## src/rtl/phy_tx_nrzi.sv

```systemverilog
// USB 1.1 transmit line stage: inserts a 0 after every STUFF_LEN consecutive 1s, NRZI-encodes
// the serial stream, and drives the D+/D- pads. It also generates the SE0 and closing J of EOP.
module phy_tx_nrzi #(
  parameter int STUFF_LEN = 6,
  parameter int BIT_CLKS  = 4,
  parameter bit LOW_SPEED = 1'b0
) (
  input  logic clk,
  input  logic rst,
  input  logic tx_dat,
  input  logic tx_dat_en,
  input  logic tx_nrzi_en,
  input  logic tx_se_en,
  output logic tx_nrzi_stop,
  output logic usb_dp_o,
  output logic usb_dm_o,
  output logic usb_oe
);

  localparam int OW = $clog2(STUFF_LEN + 1);
  localparam int JW = (BIT_CLKS > 1) ? $clog2(BIT_CLKS) : 1;
  localparam logic [OW-1:0] STUFF_MAX = OW'(STUFF_LEN);
  localparam logic [JW-1:0] J_LAST    = JW'(BIT_CLKS - 1);
  localparam logic [1:0]    PAD_J     = LOW_SPEED ? 2'b01 : 2'b10;
  localparam logic [1:0]    PAD_K     = LOW_SPEED ? 2'b10 : 2'b01;

  typedef enum logic [1:0] {
    S_IDLE,
    S_DATA,
    S_SE0,
    S_EOP_J
  } state_t;

  typedef enum logic [1:0] {
    L_J,
    L_K,
    L_SE0
  } line_t;

  state_t          state_q, state_d;
  line_t           line_q, line_d;
  logic [OW-1:0]   ones_cnt_q, ones_cnt_d;
  logic [JW-1:0]   j_cnt_q, j_cnt_d;
  logic            stop_q, stop_d;
  logic            oe_q, oe_d;
  logic [1:0]      pads_q, pads_d;

  // Base for encoding a data bit: a packet's first bit always starts from idle J with no run.
  line_t           enc_line;
  logic [OW-1:0]   enc_ones;
  line_t           line_tgl;

  always_comb begin
    enc_line = (state_q == S_DATA) ? line_q : L_J;
    enc_ones = (state_q == S_DATA) ? ones_cnt_q : '0;
    line_tgl = (line_q == L_K) ? L_J : L_K;
  end

  // NOTE: every signal assigned here gets a default first, so no path leaves one unassigned
  // and no latch is inferred.
  always_comb begin
    state_d    = state_q;
    line_d     = line_q;
    ones_cnt_d = ones_cnt_q;
    j_cnt_d    = j_cnt_q;
    stop_d     = 1'b0;
    oe_d       = oe_q;

    unique case (state_q)
      S_IDLE: begin
        line_d     = L_J;
        ones_cnt_d = '0;
        oe_d       = 1'b0;
        if (tx_dat_en && tx_se_en) begin
          state_d = S_SE0;
          line_d  = L_SE0;
          oe_d    = 1'b1;
        end else if (tx_dat_en && tx_nrzi_en) begin
          state_d = S_DATA;
          oe_d    = 1'b1;
          if (tx_dat) begin
            line_d     = enc_line;
            ones_cnt_d = enc_ones + OW'(1);
          end else begin
            line_d     = (enc_line == L_K) ? L_J : L_K;
            ones_cnt_d = '0;
          end
          stop_d = (ones_cnt_d == STUFF_MAX);
        end
      end

      S_DATA: begin
        oe_d   = 1'b1;
        stop_d = stop_q;
        if (tx_dat_en) begin
          // A pending stuffed 0 goes out before anything else, including SE0.
          if (stop_q) begin
            line_d     = line_tgl;
            ones_cnt_d = '0;
            stop_d     = 1'b0;
          end else if (tx_se_en) begin
            state_d = S_SE0;
            line_d  = L_SE0;
          end else if (tx_nrzi_en) begin
            if (tx_dat) begin
              ones_cnt_d = enc_ones + OW'(1);
            end else begin
              line_d     = line_tgl;
              ones_cnt_d = '0;
            end
            stop_d = (ones_cnt_d == STUFF_MAX);
          end
        end
      end

      S_SE0: begin
        oe_d   = 1'b1;
        line_d = L_SE0;
        if (tx_dat_en && !tx_se_en) begin
          state_d = S_EOP_J;
          line_d  = L_J;
          j_cnt_d = '0;
        end
      end

      S_EOP_J: begin
        oe_d   = 1'b1;
        line_d = L_J;
        if (j_cnt_q == J_LAST) begin
          state_d = S_IDLE;
          oe_d    = 1'b0;
          j_cnt_d = '0;
        end else begin
          j_cnt_d = j_cnt_q + JW'(1);
        end
      end

      default: begin
        state_d = S_IDLE;
        line_d  = L_J;
        oe_d    = 1'b0;
      end
    endcase

    unique case (line_d)
      L_J:     pads_d = PAD_J;
      L_K:     pads_d = PAD_K;
      default: pads_d = 2'b00;
    endcase
  end

  // NOTE: sequential state uses non-blocking assignments only, so every flop samples
  // pre-edge values regardless of statement order.
  always_ff @(posedge clk or posedge rst) begin
    if (rst) begin
      state_q    <= S_IDLE;
      line_q     <= L_J;
      ones_cnt_q <= '0;
      j_cnt_q    <= '0;
      stop_q     <= 1'b0;
      oe_q       <= 1'b0;
      pads_q     <= PAD_J;
    end else begin
      state_q    <= state_d;
      line_q     <= line_d;
      ones_cnt_q <= ones_cnt_d;
      j_cnt_q    <= j_cnt_d;
      stop_q     <= stop_d;
      oe_q       <= oe_d;
      pads_q     <= pads_d;
    end
  end

  assign tx_nrzi_stop = stop_q;
  assign usb_oe       = oe_q;
  assign usb_dp_o     = pads_q[1];
  assign usb_dm_o     = pads_q[0];

  a_stop_only_in_data: assert property (@(posedge clk) disable iff (rst)
    stop_q |-> (state_q == S_DATA));

  a_ones_bounded: assert property (@(posedge clk) disable iff (rst)
    ones_cnt_q <= STUFF_MAX);

endmodule
```

## config.mk

```make
export PLATFORM = sky130hd
export DESIGN_NAME = phy_tx_nrzi
export DESIGN_NICKNAME = d
export VERILOG_FILES = /design/src/rtl/phy_tx_nrzi.sv
export SDC_FILE = /design/constraint.sdc
export NUM_CORES = 1
export LEC_CHECK = 0
export CAP_MARGIN = 30
export CORE_MARGIN = 1
export CORE_UTILIZATION = 57
export CTS_BUF_LIST = sky130_fd_sc_hd__clkbuf_8
export DETAILED_ROUTE_END_ITERATION = 16
export GPL_TIMING_DRIVEN = 0
export PLACE_DENSITY = 0.78
export SLEW_MARGIN = 5
export SYNTH_ARGS = -nofsm -noshare
export SYNTH_HDL_FRONTEND = slang
export SYNTH_SLANG_ARGS = --single-unit
```

## constraint.sdc

```tcl
create_clock -name clk -period 2.3 [get_ports clk]
set_clock_uncertainty 0.1 [all_clocks]
set_input_delay 0.23 -clock clk [delete_from_list [all_inputs] [get_ports clk]]
set_output_delay 0.23 -clock clk [all_outputs]
set_load 0.005 [all_outputs]
```

# --- Word level (Yosys, flattened, before mapping) ---
# Index checks and enable logic that the tools add are counted.
totals:
  in_bits: 6
  out_inout_bits: 4
  register_bits: 13
  elab_cells: 91
classes:
  muxes: 53
  addsub: 2
  eq_ne: 17
  reduce_logical: 12
ops:
  columns: ["op", "n"]
  rows:
  - ["$mux W3", 16]
  - ["$mux W2", 19]
  - ["$pmux W2 S4", 2]
  - ["$mux W1", 11]
  - ["$ne A2 B2 Y1 const B", 5]
  - ["$ne A3 B3 Y1 const B", 3]
  - ["$eq A2 B1 Y1 const B", 4]
  - ["$pmux W2 S2", 2]
  - ["$eq A2 B2 Y1 const B", 3]
  - ["$eq A3 B3 Y1 const B", 2]
  - ["$pmux W3 S2", 1]
  - ["$reduce_and A6 Y1", 1]
  - ["$logic_not A2 Y1", 2]
  - ["$reduce_and A4 Y1", 1]
  - ["$reduce_bool A2 Y1", 2]
  - ["$add A3 B1 Y3 const B", 1]
  - ["$logic_and A1 B1 Y1", 3]
  - ["$pmux W1 S3", 1]
  - ["$add A2 B1 Y2 const B", 1]
  - ["$pmux W1 S2", 1]
  - ["$reduce_and A2 Y1", 1]
  - ["$reduce_or A2 Y1", 1]
  - ["$logic_not A1 Y1", 1]

# --- Depth between registers and ports, before layout ---
logic_depth:
  depth_word: 15
  depth_mapped: 10
  ltp_nobuf: 9

# --- Worst setup path after synthesis ---
# No wires, ideal clock.
synth_path:
  path_type: "register to register"
  start: "reg state_q[1]"
  end: "reg stop_q, in the netlist tx_nrzi_stop"
  path_stages_with_launch: 10
  synth_period_minus_slack_ns: 1.902
  slack_ns: 0.398
  setup_time_ns: 0.066
  path_buffers: 1
  t_arrival_ns: 1.736
  required_ns: 2.134
  path_cell_list: "dfrtp_1 -> inv_1 -> ha_1 -> buf_4 -> and2_1 -> ha_1 -> inv_1 -> or2_1 -> a211oi_1 -> a31o_1"
synth_via:
  elab_chain_len: 15
  elab_cells_between_ends: 23
  cone_classes: "1 x add/sub; 4 x eq/ne; 17 x mux; 1 x reduce/logical"
synth_rtl:
  columns: ["element", "line_no", "text"]
  rows:
  - ["start: declaration", "40", "state_t state_q, state_d;"]
  - ["start signal: assignment", "164", "state_q <= state_d;"]
  - ["$eq A2 B1 Y1", "55, 69", null]
  - ["$mux W3", "55", "enc_ones = (state_q == S_DATA) ? ones_cnt_q : '0;"]
  - ["$add A3 B1 Y3", "83, 106", null]
  - ["$mux W3", "81, 105", null]
  - ["$mux W3", "104", "end else if (tx_nrzi_en) begin"]
  - ["$mux W3", "101", "end else if (tx_se_en) begin"]
  - ["$mux W3", "97", "if (stop_q) begin"]
  - ["$mux W3", "95", "if (tx_dat_en) begin"]
  - ["$mux W3", "69", "unique case (state_q)"]
  - ["$eq A3 B3 Y1", "111", "stop_d = (ones_cnt_d == STUFF_MAX);"]
  - ["$mux W1", "104", null]
  - ["$mux W1", "101", null]
  - ["$mux W1", "97", null]
  - ["$mux W1", "95", null]
  - ["$pmux W1 S2", "69", null]
  - ["end signal: assignment", "168", "stop_q <= stop_d;"]
  - ["end: declaration", "44", "logic stop_q, stop_d;"]
# Several ways; a longest one is shown, not always the timed one. The select of a mux whose other input is x is not followed.
# A chain may end at the register's enable or synchronous reset.

# --- Worst setup path after layout ---
# Ends and elaborated chain as after synthesis.

==> metrics.cfg <==
[routing]
antenna_left=0
vias=699
routed_wl_um=1660
routedWlPerCell_um=13.8
vias_per_cell=5.83
drtIter0Drc=11
drt_first_pass_iters=5
drc=0

[cts]
clockRootBuffer=clkbuf_8
cts_hold_buf=0
cts_resized=0
cts_buffer_depth=2
clk_latency_ps=240
cts_tree=yes
cts_setup_buffers=0
ctsHtreeMaxLevel=1
cts_made_buffers=3
clock-sinks=13
clkSlewWorstSetupHoldPaths_ps=50

[worst_setup_path]
rrSetupSlack_ps=170
path_cells=inv_1 > ha_1 > buf_4 > nand2_1 > inv_1 > ha_1 > inv_1 > or2_1 > a211oi_1 > a31o_1
crit_required_ps=2380
cp-end-kind=register
worst-setup-path-type=reg2reg
crit_fanout=10
cp-start-kind=register
cpMostUsedCell=inv_1
slowest_stage=dfrtp_1
cp.arrival_ps=2200
slowest_delay_ps=390

[timing]
setup_viol=0
layout_min_cycle_time_ps=2130
finalHoldViolCount=0
worstMarginPinSlew_ps=479
drv_slew=0
timing.fmax_ghz=0.470
rsz0062_at_grt=false
fin_tns_setup_ps=0
min_period_over_period_pct=92.5
slew_headroom_pct=68.1

[finish]
final_cells=120
finalNetCount=118
area_growth_pct=17.6
antenna_cells=0
drive_gt1_share_pct=14.3
design_area_um2=1030
fill_cells=101

[die]
io_pins=10
dieHeight_um=41.1
die_w_um=41.1
initial_core_util_pct=63.8
dieArea_um2=1690
coreArea_um2=1370
rows=13

[global_routing]
grt_pass1_wl_um=2380
grt_max_degree=14
grt_util_all_layers_pct=22.3
grt-ovfl-total=0
antenna_found_initial=0
grt_pass1_vias=556

[synthesis]
seq_area_frac_synth_pct=37.4
synthesis.nets=104
ys_ff_latch=13
yosys_warnings=0
netlist_area_um2=872
async_flop_share_pct=100
synthFlopType=dfrtp_1
syn_area_per_cell_um2=9.48
syn_inst=92
yosysUniqueCellTypes=43
synth_edf_count=0

[pwr]
pwr_density_cell_nw_per_um2=1060
fin_total_pwr_w=0.00108
vdd_drop_max_mv=0.715
leakage_nw=0.499

[job]
maxCapViolCount=0

[placed_design]
dp_hpwl_um=1160
placed_cells=116
placed_area_um2=981
port_buffers=9
gp_congestion=0.730

[min_path]
hp-class=in2async

[run_status]
outcome=finished, final reports clean

[kinds of logic after synthesis]
family	synth area share, %
AOI/OAI and AO/OA	23.8
and+or+nand+nor	20.1
muxes	2.44
buffers and inverters	6.60
adders and majority gates	8.61
DFF	37.4
xor gates and xnor gates	1.00
[synth_stat cells, types with 2 or more instances]
cell,n,area (um2)
a211o_1,2,17.5
nor2_1,5,18.8
buf_4,2,15.0
o21ai_0,4,20.0
a31oi_1,2,12.5
nand2b_1,3,18.8
a32o_1,2,20.0
nor2b_1,2,12.5
inv_1,9,33.8
ha_1,6,75.1
dfrtp_1,12,300
nand2_1,10,37.5
o21ai_1,3,15.0
[registers in the layout (all words and copies together), names as in the netlist]
signal and flops:
j_cnt_q 2, line_q 2, ones_cnt_q 3, pads_q 2, state_q 2, tx_nrzi_stop 1, usb_oe 1
[final cells by class]
cell class              instances  area (um2)  share of cell area, %
repair buffers                  9        90.1                   8.78
inverters                      10        37.5                   3.66
plain buffers                   3        20.0                   1.95
well taps                      15        18.8                   1.83
multi-input cells              66         488                   47.6
clock buffers                   3        41.3                   4.02
flip-flops and latches         13         327                   31.8
clock inverters                 1        3.75                  0.366
[final timing paths]
path	end	depth (start not counted)	startpoint
worst max-delay path	tx_nrzi_stop$_DFFE_PP0N_	10	state_q[1]$_DFFE_PP0P_
worst min-delay path	ones_cnt_q[1]$_DFFE_PP0P_	2	rst
worst max register to register	tx_nrzi_stop$_DFFE_PP0N_	10	state_q[1]$_DFFE_PP0P_
worst min register to register	j_cnt_q[1]$_DFFE_PP0P_	1	j_cnt_q[1]$_DFFE_PP0P_
max in group asynchronous	pads_q[1]$_DFF_PP1_	2	rst
min in group clk	j_cnt_q[1]$_DFFE_PP0P_	1	j_cnt_q[1]$_DFFE_PP0P_
[worst max-delay path: cells and delay by family, from the launching register on]
kind / cells / cell delay, ps
and+or+nand+nor: 2 / 320
buffers and inverters: 4 / 380
AOI/OAI and AO/OA: 2 / 370
adders and majority gates: 2 / 530
DFF: 1 / 390
[power breakdown]
part	internal [W]	switching (W)	total, W
combinational	0.000245	0.000293	0.000538
sequential	0.000307	0.0000444	0.000352
clock	0.000117	0.0000753	0.000193
total	0.000670	0.000413	0.00108
[stage by stage]
step                hold slack, ps  utilization, %  setup slack, ps
detailed placement             385            71.8              207
global route                   279            75.1             96.8
finish                         210            75.1              173
floorplan                     6.24               -              398
global placement               375            71.8              248
CTS                            219            75.1              191
[cells in the final DEF (no fill, tap or decap), types with 2 or more instances in the layout]
cell,netlist,layout
nand2b_1,3,3
ha_1,6,6
clkdlybuf4s50_1,0,9
a211o_1,2,2
o21ai_0,4,4
dfrtp_1,12,12
a32o_1,2,2
nor2_1,5,5
nor2b_1,2,2
buf_4,2,2
o21ai_1,3,3
nand2_1,10,10
inv_1,9,10
a31oi_1,2,2
clkbuf_8,0,3
[routing by layer]
metal  routed length, um  vias up  global-route usage, %
met1                 908      327                   31.7
met2                 683        9                   32.4
met4                  36        0                   12.1
met5                   0        -                      0
li1                    -      358                      -
met3                  31        5                   3.26
Note: power is estimated with default switching activity, not from simulation.
